`config.mk`:
```
export PLATFORM = sky130hd
export DESIGN_NAME = colorizer_palette_ctrl_flat
export DESIGN_NICKNAME = d
export VERILOG_FILES = /design/src/rtl/colorizer_palette_ctrl_if.sv /design/src/rtl/colorizer_palette_ctrl.sv /design/src/flat_wrapper.sv
export SDC_FILE = /design/constraint.sdc
export NUM_CORES = 1
export LEC_CHECK = 0
export BUFFER_PORTS_ARGS = -buffer_cell sky130_fd_sc_hd__buf_4
export CORE_UTILIZATION = 24
export DETAILED_ROUTE_END_ITERATION = 6
export HOLD_SLACK_MARGIN = 0.03
export SETUP_SLACK_MARGIN = 0.2
export SLEW_MARGIN = 20
export SYNTH_ARGS = -nofsm -noshare
export SYNTH_HDL_FRONTEND = slang
export SYNTH_SLANG_ARGS = --single-unit
```
`constraint.sdc`:
```
create_clock -name clock -period 10.6 [get_ports clock]
set_clock_uncertainty 0.05 [all_clocks]
set_input_delay 0.53 -clock clock [delete_from_list [all_inputs] [get_ports clock]]
set_output_delay 0.53 -clock clock [all_outputs]
set_load 0.01 [all_outputs]
```
`src/rtl/colorizer_palette_ctrl_if.sv`:
```
// CPU-side palette write and commit bus for the colorizer palette controller.
// The master drives the requests and the slave (the controller) returns the acks.
interface colorizer_palette_ctrl_if;
  logic       wr_req;
  logic [2:0] wr_addr;
  logic [7:0] wr_data;
  logic       wr_ack;
  logic       commit_req;
  logic       commit_pending;
  logic       commit_done;

  modport master (
    output wr_req,
    output wr_addr,
    output wr_data,
    output commit_req,
    input  wr_ack,
    input  commit_pending,
    input  commit_done
  );

  modport slave (
    input  wr_req,
    input  wr_addr,
    input  wr_data,
    input  commit_req,
    output wr_ack,
    output commit_pending,
    output commit_done
  );
endinterface

```
`src/rtl/colorizer_palette_ctrl.sv`:
```
// Palette controller: the CPU writes a shadow palette, which is copied to the active
// palette at vertical-blank entry; icon colour 3 blinks on a frame-counted period.
module colorizer_palette_ctrl #(
  parameter int         BLINK_FRAMES = 30,
  parameter logic [7:0] BLINK_COLOR  = 8'h00
) (
  input  logic                     clock,
  input  logic                     rst,
  colorizer_palette_ctrl_if.slave  bus,
  input  logic                     vblank,
  input  logic                     blink_en,
  output logic [31:0]              wall_pal,
  output logic [23:0]              icon_pal
);

  localparam logic [31:0] WALL_DEFAULT = 32'h92E000FF;
  localparam logic [23:0] ICON_DEFAULT = 24'hE31F80;
  localparam logic [7:0]  LAST_FRAME   = 8'(BLINK_FRAMES - 1);

  typedef enum logic [1:0] {
    IDLE,
    ACK,
    WAIT_DROP
  } wr_state_t;

  wr_state_t   wr_state;
  logic [31:0] shadow_wall;
  logic [23:0] shadow_icon;
  logic [7:0]  active_icon3;
  logic        vblank_q;
  logic [7:0]  frame_cnt;
  logic        blink_phase;

  logic        vblank_rise;
  logic        do_commit;
  logic [7:0]  frame_cnt_next;
  logic        blink_phase_next;
  logic [7:0]  icon3_next;

  // A commit request arriving on the vblank edge itself is honoured at that edge.
  always_comb begin
    vblank_rise = vblank & ~vblank_q;
    do_commit   = vblank_rise & (bus.commit_pending | bus.commit_req);
    icon3_next  = do_commit ? shadow_icon[23:16] : active_icon3;

    frame_cnt_next   = frame_cnt;
    blink_phase_next = blink_phase;
    if (!blink_en) begin
      frame_cnt_next   = 8'd0;
      blink_phase_next = 1'b0;
    end else if (vblank_rise) begin
      if (frame_cnt == LAST_FRAME) begin
        frame_cnt_next   = 8'd0;
        blink_phase_next = ~blink_phase;
      end else begin
        frame_cnt_next = frame_cnt + 8'd1;
      end
    end
  end

  always_ff @(posedge clock or posedge rst) begin
    if (rst) begin
      wr_state    <= IDLE;
      bus.wr_ack  <= 1'b0;
      shadow_wall <= WALL_DEFAULT;
      shadow_icon <= ICON_DEFAULT;
    end else begin
      case (wr_state)
        IDLE: begin
          if (bus.wr_req) begin
            case (bus.wr_addr)
              3'd0:    shadow_wall[7:0]   <= bus.wr_data;
              3'd1:    shadow_wall[15:8]  <= bus.wr_data;
              3'd2:    shadow_wall[23:16] <= bus.wr_data;
              3'd3:    shadow_wall[31:24] <= bus.wr_data;
              3'd5:    shadow_icon[7:0]   <= bus.wr_data;
              3'd6:    shadow_icon[15:8]  <= bus.wr_data;
              3'd7:    shadow_icon[23:16] <= bus.wr_data;
              default: ;
            endcase
            bus.wr_ack <= 1'b1;
            wr_state   <= ACK;
          end
        end
        ACK: begin
          bus.wr_ack <= 1'b0;
          wr_state   <= WAIT_DROP;
        end
        WAIT_DROP: begin
          // A held request must drop before another write is accepted.
          if (!bus.wr_req) begin
            wr_state <= IDLE;
          end
        end
        default: begin
          bus.wr_ack <= 1'b0;
          wr_state   <= IDLE;
        end
      endcase
    end
  end

  always_ff @(posedge clock or posedge rst) begin
    if (rst) begin
      vblank_q           <= 1'b0;
      bus.commit_pending <= 1'b0;
      bus.commit_done    <= 1'b0;
      wall_pal           <= WALL_DEFAULT;
      icon_pal           <= ICON_DEFAULT;
      active_icon3       <= ICON_DEFAULT[23:16];
      frame_cnt          <= 8'd0;
      blink_phase        <= 1'b0;
    end else begin
      vblank_q    <= vblank;
      frame_cnt   <= frame_cnt_next;
      blink_phase <= blink_phase_next;
      if (do_commit) begin
        wall_pal           <= shadow_wall;
        icon_pal[15:0]     <= shadow_icon[15:0];
        active_icon3       <= shadow_icon[23:16];
        bus.commit_pending <= 1'b0;
        bus.commit_done    <= 1'b1;
      end else begin
        bus.commit_done <= 1'b0;
        if (bus.commit_req) begin
          bus.commit_pending <= 1'b1;
        end
      end
      // Icon 3 output reflects the post-edge phase so a cleared blink shows at once.
      icon_pal[23:16] <= blink_phase_next ? BLINK_COLOR : icon3_next;
    end
  end

endmodule

```
`src/flat_wrapper.sv`:
```
// flat-port wrapper written by rule: the top's interface ports become plain ports
module colorizer_palette_ctrl_flat 
#(
  parameter int         BLINK_FRAMES = 30,
  parameter logic [7:0] BLINK_COLOR  = 8'h00
)
  (clock, rst, vblank, blink_en, wall_pal, icon_pal, bus_wr_req, bus_wr_addr, bus_wr_data, bus_commit_req, bus_wr_ack, bus_commit_pending, bus_commit_done);
  colorizer_palette_ctrl_if bus_i ();
  input  logic clock;
  input  logic rst;
  input  logic vblank;
  input  logic blink_en;
  output logic [31:0] wall_pal;
  output logic [23:0] icon_pal;
  input wire logic [$bits(bus_i.wr_req)-1:0] bus_wr_req;
  input wire logic [$bits(bus_i.wr_addr)-1:0] bus_wr_addr;
  input wire logic [$bits(bus_i.wr_data)-1:0] bus_wr_data;
  input wire logic [$bits(bus_i.commit_req)-1:0] bus_commit_req;
  output wire logic [$bits(bus_i.wr_ack)-1:0] bus_wr_ack;
  output wire logic [$bits(bus_i.commit_pending)-1:0] bus_commit_pending;
  output wire logic [$bits(bus_i.commit_done)-1:0] bus_commit_done;
  assign bus_i.wr_req = bus_wr_req;
  assign bus_i.wr_addr = bus_wr_addr;
  assign bus_i.wr_data = bus_wr_data;
  assign bus_i.commit_req = bus_commit_req;
  assign bus_wr_ack = bus_i.wr_ack;
  assign bus_commit_pending = bus_i.commit_pending;
  assign bus_commit_done = bus_i.commit_done;
  colorizer_palette_ctrl #(.BLINK_FRAMES(BLINK_FRAMES), .BLINK_COLOR(BLINK_COLOR)) u_core (.clock(clock), .rst(rst), .bus(bus_i), .vblank(vblank), .blink_en(blink_en), .wall_pal(wall_pal), .icon_pal(icon_pal));
endmodule
```
Word-level counts from Yosys, hierarchy flattened:

Cells that the tools add are included.

* register bits after elaboration: 135
* bits in latches: 0
* RAM bits: 0
* memory bits (read-only): 0
* bits of input ports: 17
* output and inout port bits: 59
* logic and storage cells: 65
* memories: 0

* $add $sub $neg: 1
* $mul: 0
* div/mod/pow operators: 0
* $lt $le $gt $ge: 0
* eq/ne operators: 12
* shift operators: 0
* muxes and demuxes: 16
* bitwise logic cells: 6
* reductions and logical operators: 12

Operator list (count)
* $mux 8: 5
* $reduce_and 3->1: 7
* $eq 3x3->1 const B: 3
* $add 8x1->8 const B: 1
* $eq 8x5->1 const B: 1
* $mux 1: 7
* $eq 3x2->1 const B: 2
* $pmux 2 s3: 1
* $mux 2: 2
* $ne 2x2->1 const B: 2
* $reduce_and 2->1: 2
* $eq 3x1->1 const B: 1
* $logic_not 3->1: 1
* $not 1->1: 3
* $and 1x1->1: 2
* $eq 2x1->1 const B: 1
* $eq 2x2->1 const B: 1
* $logic_not 2->1: 1
* $ne 2x1->1 const B: 1
* $pmux 1 s2: 1
* $reduce_bool 2->1: 1
* $or 1x1->1: 1

Longest topological paths before layout:

Gate-level depths: netlist of the first run.

* word-level depth: 5
* mapped depth: 6
* mapped depth without buffers: 6

Least setup slack after synthesis of the first run:

Ideal clock, no wire load.

* path kind: input -> register
* start point: input port bus_wr_req
* end point: register u_core.shadow_wall[24]
* setup time: 0.127 ns
* arrival time: 1.579 ns
* required time: 10.423 ns
* setup slack: 8.844 ns
* cell stages on the path: 5
* path buffers: 1
* cell sequence: nor3b_4 and2b_2 and3_1 buf_4 mux2_1

* cells in the longest elaborated chain, start to end: 1

RTL lines
* start: declaration: RTL line flat_wrapper.sv:15 `input wire logic [$bits(bus_i.wr_req)-1:0] bus_wr_req;`
* $reduce_and 3->1 (no source line)
* end signal: assignment: RTL line colorizer_palette_ctrl.sv:75 `3'd3: shadow_wall[31:24] <= bus.wr_data;`
* end: declaration: RTL line colorizer_palette_ctrl.sv:27 `logic [31:0] shadow_wall;`

No other way between the ends.
A chain may end at the register's enable or synchronous reset.

Worst setup path in the final report of the first run:

* start point: register u_core.vblank_q
* end point: register u_core.icon_pal[20]

* cells in the longest elaborated chain, start to end: 5
* elaborated cells on any way between the ends: 7
* those cells by class: 4 x mux; 3 x bitwise

RTL lines
* start: declaration: RTL line colorizer_palette_ctrl.sv:30 `logic vblank_q;`
* start signal: assignment: RTL line colorizer_palette_ctrl.sv:114 `vblank_q <= vblank;`
* $not 1->1: RTL line colorizer_palette_ctrl.sv:42 `vblank_rise = vblank & ~vblank_q;`
* $and 1x1->1: RTL line colorizer_palette_ctrl.sv:42
* $and 1x1->1: RTL line colorizer_palette_ctrl.sv:43 `do_commit = vblank_rise & (bus.commit_pending | bus.commit_req);`
* $mux 8: RTL line colorizer_palette_ctrl.sv:44 `icon3_next = do_commit ? shadow_icon[23:16] : active_icon3;`
* net u_core.icon3_next[4]: RTL line colorizer_palette_ctrl.sv:38 `logic [7:0] icon3_next;`
* $mux 8: RTL line colorizer_palette_ctrl.sv:130 `icon_pal[23:16] <= blink_phase_next ? BLINK_COLOR : icon3_next;`
* end signal: assignment: RTL line colorizer_palette_ctrl.sv:130
* end: declaration: RTL line colorizer_palette_ctrl.sv:13 `output logic [23:0] icon_pal`

The timed path passes the listed nets, and every way through them passes these cells.

==> results of run 1 <==
[through the flow]
step | utilization | hold slack, ps
floorplan | - | 402.2
global placement | 0.2874 | 414.9
detailed placement | 0.2874 | 424.3
CTS | 0.3150 | 171.0
global route | 0.3150 | 167.9
finish | 0.3150 | 189.4
[layout by cell type (no fill, tap or decap), types with 2 or more instances in the layout]
master	n
clkinvlp_4	3
dfrtp_1	80
mux2_2	103
clkbuf_8	2
inv_1	6
and2_1	2
dfstp_2	55
mux2_1	8
mux2i_1	2
bufinv_16	2
clkbuf_1	3
ha_1	2
nor2b_1	9
buf_4	77
nand2_1	5
a211oi_1	4
nand2b_1	4
clkinv_4	4
nand3_1	4
nand2_2	3
nor2_1	9
clkbuf_16	17
xnor2_1	6
[worst max path at each step]
stage,cells after the start,endpoint,startpoint,slack (ps)
floorplan,1,u_core.active_icon3[2],rst,6500
global placement,6,u_core.icon_pal[20],vblank,8130
detailed placement,6,u_core.icon_pal[20],vblank,8080
CTS,5,u_core.icon_pal[20],u_core.vblank_q,8250
global route,5,u_core.icon_pal[20],u_core.vblank_q,8130
finish,5,u_core.icon_pal[20],u_core.vblank_q,8280
[cell families after synthesis]
family | count (synthesis)
flip-flops | 135
multiplexers | 113
XOR/XNOR | 6
AO/OA/AOI/OAI | 11
buffers and inverters | 17
AND/OR/NAND/NOR | 45
adder cells (fa/ha/maj) | 2
[synthesized netlist by cell type]
cell type / n / share of area
nand2_2: 3 / 0.0036
or3_1: 1 / 0.0012
a211oi_1: 4 / 0.0057
nor4_1: 1 / 0.0012
dfrtp_1: 80 / 0.38
mux2_2: 103 / 0.22
mux2_1: 8 / 0.017
and4_1: 1 / 0.0017
o31ai_1: 1 / 0.0014
nor2_1: 10 / 0.0072
ha_1: 2 / 0.0048
nand3_1: 4 / 0.0038
nand4_1: 1 / 0.0012
a2111oi_1: 1 / 0.0019
a21boi_0: 1 / 0.0014
buf_2: 1 / 0.00096
nor4b_2: 1 / 0.0029
xnor2_1: 6 / 0.010
mux2i_1: 2 / 0.0038
nor3b_4: 1 / 0.0036
dfstp_2: 55 / 0.28
nand2_1: 5 / 0.0036
o21a_1: 1 / 0.0014
buf_4: 7 / 0.010
and2b_2: 1 / 0.0017
and3_1: 1 / 0.0012
nor2b_1: 9 / 0.011
a21oi_1: 1 / 0.00096
nand2b_1: 4 / 0.0048
inv_1: 7 / 0.0050
o21ai_0: 1 / 0.00096
a21o_1: 1 / 0.0014
clkbuf_1: 2 / 0.0014
and2_1: 2 / 0.0024
[power by group]
part	leakage, uW	switching (uW)	internal, uW	total (uW)
combinational	0.00101	200	302	502
sequential	0.00157	114	819	933
clock	0.000277	215	360	575
total	0.00285	529	1480	2010
[metal layers]
| metal | GRT usage | up-vias | wire [um] |
|---|---|---|---|
| met5 | 0 | - | 0 |
| li1 | - | 1327 | - |
| met4 | 0.05000 | 0 | 213 |
| met3 | 0.03841 | 12 | 633 |
| met1 | 0.1360 | 1536 | 4943 |
| met2 | 0.1681 | 75 | 5431 |
[final cells by class]
| class | count | area (um2) | share of cell area |
|---|---|---|---|
| Tap cell | 275 | 344.1 | 0.05147 |
| Timing Repair Buffer | 77 | 578.1 | 0.08647 |
| Clock buffer | 22 | 464.2 | 0.06944 |
| Multi-Input combinational cell | 177 | 1700 | 0.2544 |
| Inverter | 7 | 28.78 | 0.004305 |
| Clock inverter | 10 | 122.6 | 0.01834 |
| Sequential cell | 135 | 3447 | 0.5156 |
[state kept, by name, summed over array words and instances, names as in the netlist]
signal	count
u_core.active_icon3	8
u_core.blink_phase	1
u_core.bus.commit_done	1
u_core.bus.commit_pending	1
u_core.bus.wr_ack	1
u_core.frame_cnt	8
u_core.icon_pal	24
u_core.shadow_icon	24
u_core.shadow_wall	32
u_core.vblank_q	1
u_core.wall_pal	32
u_core.wr_state	2
==> impl_metrics.env, run 1 <==
export IMPL_synth_top_family_by_area="multiplexers"
export IMPL_first_pass_iters=6
export IMPL_status="finished, final reports clean"
export IMPL_gp_congestion=0.7217
export IMPL_ant_nets=0
export IMPL_synth_compound_area_share=0.01531
export IMPL_setup_worst_path_end_class="register"
export IMPL_drc=0
export IMPL_critPathMaxStageDelay_ps=620
export IMPL_vias=2950
export IMPL_finalCriticalPeriod_ps=2316
export IMPL_avgSynthCellArea_um2=15.90
export IMPL_synthAdderAreaFrac=0.004784
export IMPL_fillCellCount=2131
export IMPL_fmax_ghz=0.4318
export IMPL_post_route_period_util=0.2185
export IMPL_cts_buffers=17
export IMPL_worst_r2r_endpoint="u_core.icon_pal[20]"
export IMPL_ys_types=34
export IMPL_antenna_found_initial=0
export IMPL_cts_tree="yes"
export IMPL_core_area_mm2=0.02122
export IMPL_cts_root_buffer="clkbuf_16"
export IMPL_crit_type="register to register"
export IMPL_clock_latency_ps=410
export IMPL_hold_viol=0
export IMPL_cp_buffers_inverters=1
export IMPL_rsz0062_at_grt="no"
export IMPL_ff2ff_path_depth=5
export IMPL_fp_dieH_um=149.6
export IMPL_stdcell_count=703
export IMPL_layout_nets=434
export IMPL_yosysWarnings=0
export IMPL_syn_cell_area_mm2=0.005231
export IMPL_stdcell_area_mm2=0.006685
export IMPL_hold_end="u_core.vblank_q"
export IMPL_synth_nets=348
export IMPL_tightestPinTransition_ps=954.4
export IMPL_first_global_vias=3101
export IMPL_total_power_uw=2010
export IMPL_dp_slack_ps=8078
export IMPL_min_path_cells=1
export IMPL_timing_slew_headroom=0.3637
export IMPL_clock_sinks=135
export IMPL_hold_path_class="input pin to register"
export IMPL_r2r_setup_slack_ps=8280
export IMPL_overflow=0
export IMPL_slew_violations=0
export IMPL_dieArea_mm2=0.02239
export IMPL_finalSetupViolCount=0
export IMPL_dp_hpwl_um=7375
export IMPL_finalSetupTns_ps=0
export IMPL_diodes=0
export IMPL_wirelength_um=11220
export IMPL_rows=53
export IMPL_htree_levels=4
export IMPL_viasPerCell=4.196
export IMPL_grt_pass1_wl_um=17820
export IMPL_clk_pin_slew_ps=60
export IMPL_ios=76
export IMPL_wire_per_inst_um=15.96
export IMPL_postSynthCellCount=329
export IMPL_dpl_cell_area_mm2=0.006098
export IMPL_synthMuxAreaShare=0.2428
export IMPL_start_util=0.2465
export IMPL_grt_max_degree=78
export IMPL_drive_gt1_frac=0.6355
export IMPL_critPathLaunchType="register"
export IMPL_power_leakage_uw=0.002850
export IMPL_cp_data_arrival_time_ps=2530
export IMPL_cts_hold_buf=0
export IMPL_synth_xor_area_frac=0.01005
export IMPL_crit_family="simple AND/OR/NAND/NOR gates"
export IMPL_syn2layout_area_growth_pct=27.79
export IMPL_dp_cells=671
export IMPL_drv_cap=0
export IMPL_path_cells="nand2b_1 -> nor2_4 -> buf_4 -> mux2_2 -> nor2b_1"
export IMPL_setup_slack_ps=8284
export IMPL_r2r_start="u_core.vblank_q"
export IMPL_synth_seq_area_share=0.6589
export IMPL_crit_fanout=57
export IMPL_min_from="vblank"
export IMPL_numPortBuffers=75
export IMPL_cts_buffer_depth=2
export IMPL_cp_slowest_cell="buf_4"
export IMPL_synthSimpleGateAreaFrac=0.05071
export IMPL_grt_use_total=0.1090
export IMPL_critPathRequiredTime_ps=10820
export IMPL_post_cts_resized=0
export IMPL_drt_iter0_drc=122
export IMPL_ys_seq_elements=135
export IMPL_power_density_mw_per_mm2=300.7
export IMPL_die_width_um=149.6
export IMPL_worst_ir_drop_vdd_uv=123.4
export IMPL_post_cts_setup_buffers=0
Note: power is estimated with default switching activity, not from simulation.
==> run 2: changes to the inputs <==
clock period = 1.85 ns   (was 10.6 ns; I/O delays follow)
==> run 2 against run 1 <==
Against the previous run:
- combinational power grew to 6.1 times the previous value
- worst hold slack worse by 100 ps
- highest routed layer unchanged
- die area stayed put
- core utilization rose by 2.1 points
- via count increased by 2.6%
- largest power group unchanged
- first-iteration DRC count down 5.7%
- sequential share of layout area down 3.2 points
- count of clock-buffer cells in the layout fell by 3
==> impl_metrics.env, run 2 (synthesis gave the netlist of run 1 again) <==
export IMPL_clockPowerShare=0.264
export IMPL_hold_viol=0
export IMPL_internal_power_uw=8354
export IMPL_syn2layout_area_growth_pct=36.26
export IMPL_cp_data_arrival_time_ps=1910
export IMPL_layout_commonest_cell="mux2_2"
export IMPL_antenna_found_initial=0
export IMPL_dp_hpwl_um=7734
export IMPL_fp_dieH_um=149.6
export IMPL_cts_buffers=17
export IMPL_clk_pin_slew_ps=60
export IMPL_r2r_start="u_core.wr_state[1]"
export IMPL_first_global_vias=3304
export IMPL_ios=76
export IMPL_sw_frac_of_total=0.2760
export IMPL_p_switching_uw=3184
export IMPL_wire_per_inst_um=15.77
export IMPL_clock_latency_ps=420
export IMPL_finalSetupViolCount=0
export IMPL_drt_iter0_drc=115
export IMPL_overflow=0
export IMPL_crit_fanout=4
export IMPL_finalCriticalPeriod_ps=1660
export IMPL_final_cell_mix="103 x mux2_2, 82 x buf_4, 80 x dfrtp_1, 55 x dfstp_2, 19 x clkbuf_16"
export IMPL_final_util=0.3359
export IMPL_tightestPinTransition_ps=414.3
export IMPL_clock_sinks=135
export IMPL_cts_tree="yes"
export IMPL_drv_cap=0
export IMPL_layout_nets=465
export IMPL_fillCellCount=2083
export IMPL_start_util=0.2465
export IMPL_slew_violations=0
export IMPL_drive_gt1_frac=0.6623
export IMPL_fmax_ghz=0.6026
export IMPL_status="finished, final reports clean"
export IMPL_htree_levels=4
export IMPL_vias=3027
export IMPL_rsz0062_at_grt="yes"
export IMPL_timing_slew_headroom=0.7232
export IMPL_wirelength_um=11590
export IMPL_seqPwrFrac=0.470
export IMPL_cts_buffer_depth=2
export IMPL_hold_path_class="input pin to register"
export IMPL_grt_pass1_wl_um=18000
export IMPL_rows=53
export IMPL_power_density_mw_per_mm2=1619
export IMPL_power_leakage_uw=0.003056
export IMPL_pwr_share_comb=0.266
export IMPL_drc=0
export IMPL_cts_root_buffer="clkbuf_16"
export IMPL_post_route_period_util=0.8970
export IMPL_gp_congestion=0.7204
export IMPL_worst_r2r_endpoint="u_core.shadow_wall[24]"
export IMPL_crit_type="register to register"
export IMPL_die_width_um=149.6
export IMPL_min_path_cells=3
export IMPL_grt_use_total=0.1098
export IMPL_first_pass_iters=4
export IMPL_core_area_mm2=0.02122
export IMPL_dieArea_mm2=0.02239
export IMPL_hold_end="u_core.shadow_icon[12]"
export IMPL_ant_nets=0
export IMPL_finalSetupTns_ps=0
export IMPL_min_from="bus_wr_addr[2]"
export IMPL_critPathLaunchType="register"
export IMPL_numPortBuffers=75
export IMPL_grt_max_degree=60
export IMPL_worst_ir_drop_vdd_uv=650.7
export IMPL_setup_worst_path_end_class="register"
export IMPL_reg_top3="u_core.shadow_wall x32, u_core.wall_pal x32"
export IMPL_viasPerCell=4.118
export IMPL_r2r_setup_slack_ps=190
export IMPL_ff2ff_path_depth=5
export IMPL_critPathRequiredTime_ps=2100
## run 2: what timing repair did
action                                  in CTS  in global routing
setup buffers                                1                  4
cloned                                       0                  2
endpoints found under the setup margin      23                 61
hold buffers                                13                  0
resized for setup                            2                 19
endpoints found under the hold margin      144                  0
pin swaps                                    0                  3
## run 2: layout make-up
class	instances	area [um2]	share of cell area
Sequential cell	135	3447	0.4836
Multi-Input combinational cell	177	1768	0.2480
Timing Repair Buffer	108	996.0	0.1397
Clock buffer	19	442.9	0.06214
Tap cell	275	344.1	0.04827
Clock inverter	13	97.59	0.01369
Inverter	7	30.03	0.004213
Antenna cell	1	2.502	0.0003511
## run 2: worst max-delay path by stage
stage                                   to           startpoint  slack (ps)
global placement    u_core.shadow_icon[13]   u_core.wr_state[0]         160
CTS                    u_core.icon_pal[19]  u_core.frame_cnt[1]         200
detailed placement  u_core.shadow_icon[14]   u_core.wr_state[1]         110
floorplan           u_core.active_icon3[2]                  rst          70
finish              u_core.shadow_wall[24]   u_core.wr_state[1]         190
global route        u_core.shadow_wall[24]   u_core.wr_state[1]         130
## run 2: metrics by stage
| step | instance area [um2] | setup slack [ps] | total power [uW] | std cells | hold slack (ps) |
|---|---|---|---|---|---|
| 2_1_floorplan | 5239 | 73.25 | 6856 | 329 | 73.93 |
| 4_1_cts | 6945 | 195.4 | 11570 | 728 | 159.7 |
| 5_1_grt | 7126 | 133.5 | 12210 | 734 | 87.51 |
| 3_3_place_gp | 6261 | 164.1 | 8301 | 682 | 68.12 |
| 6_report | 7128 | 190.5 | 11540 | 735 | 87.05 |
| 3_5_place_dp | 6261 | 106.0 | 8431 | 682 | 67.43 |
## run 2: routing by layer
layer	up-vias	GRT usage	share of wire
met2	64	0.1833	0.51
met1	1571	0.1266	0.42
li1	1384	-	-
met5	-	0	0
met3	8	0.04238	0.054
met4	0	0.04133	0.0088
## run 2: critical path: stages, from the launching register on
cell,delay (ps)
dfrtp_1,420
nor3b_4,270
and2b_2,200
and3_4,190
buf_6,120
mux2_4,300
## run 2: power groups by stage
| stage | sequential [uW] | combinational (uW) | clock [uW] |
|---|---|---|---|
| after floorplan | 5520 | 1340 | 0 |
| after global placement | 5410 | 2890 | 0 |
| after detailed placement | 5480 | 2950 | 0 |
| after CTS | 5440 | 3000 | 3120 |
| after global routing | 5600 | 3360 | 3250 |
| final | 5430 | 3070 | 3040 |
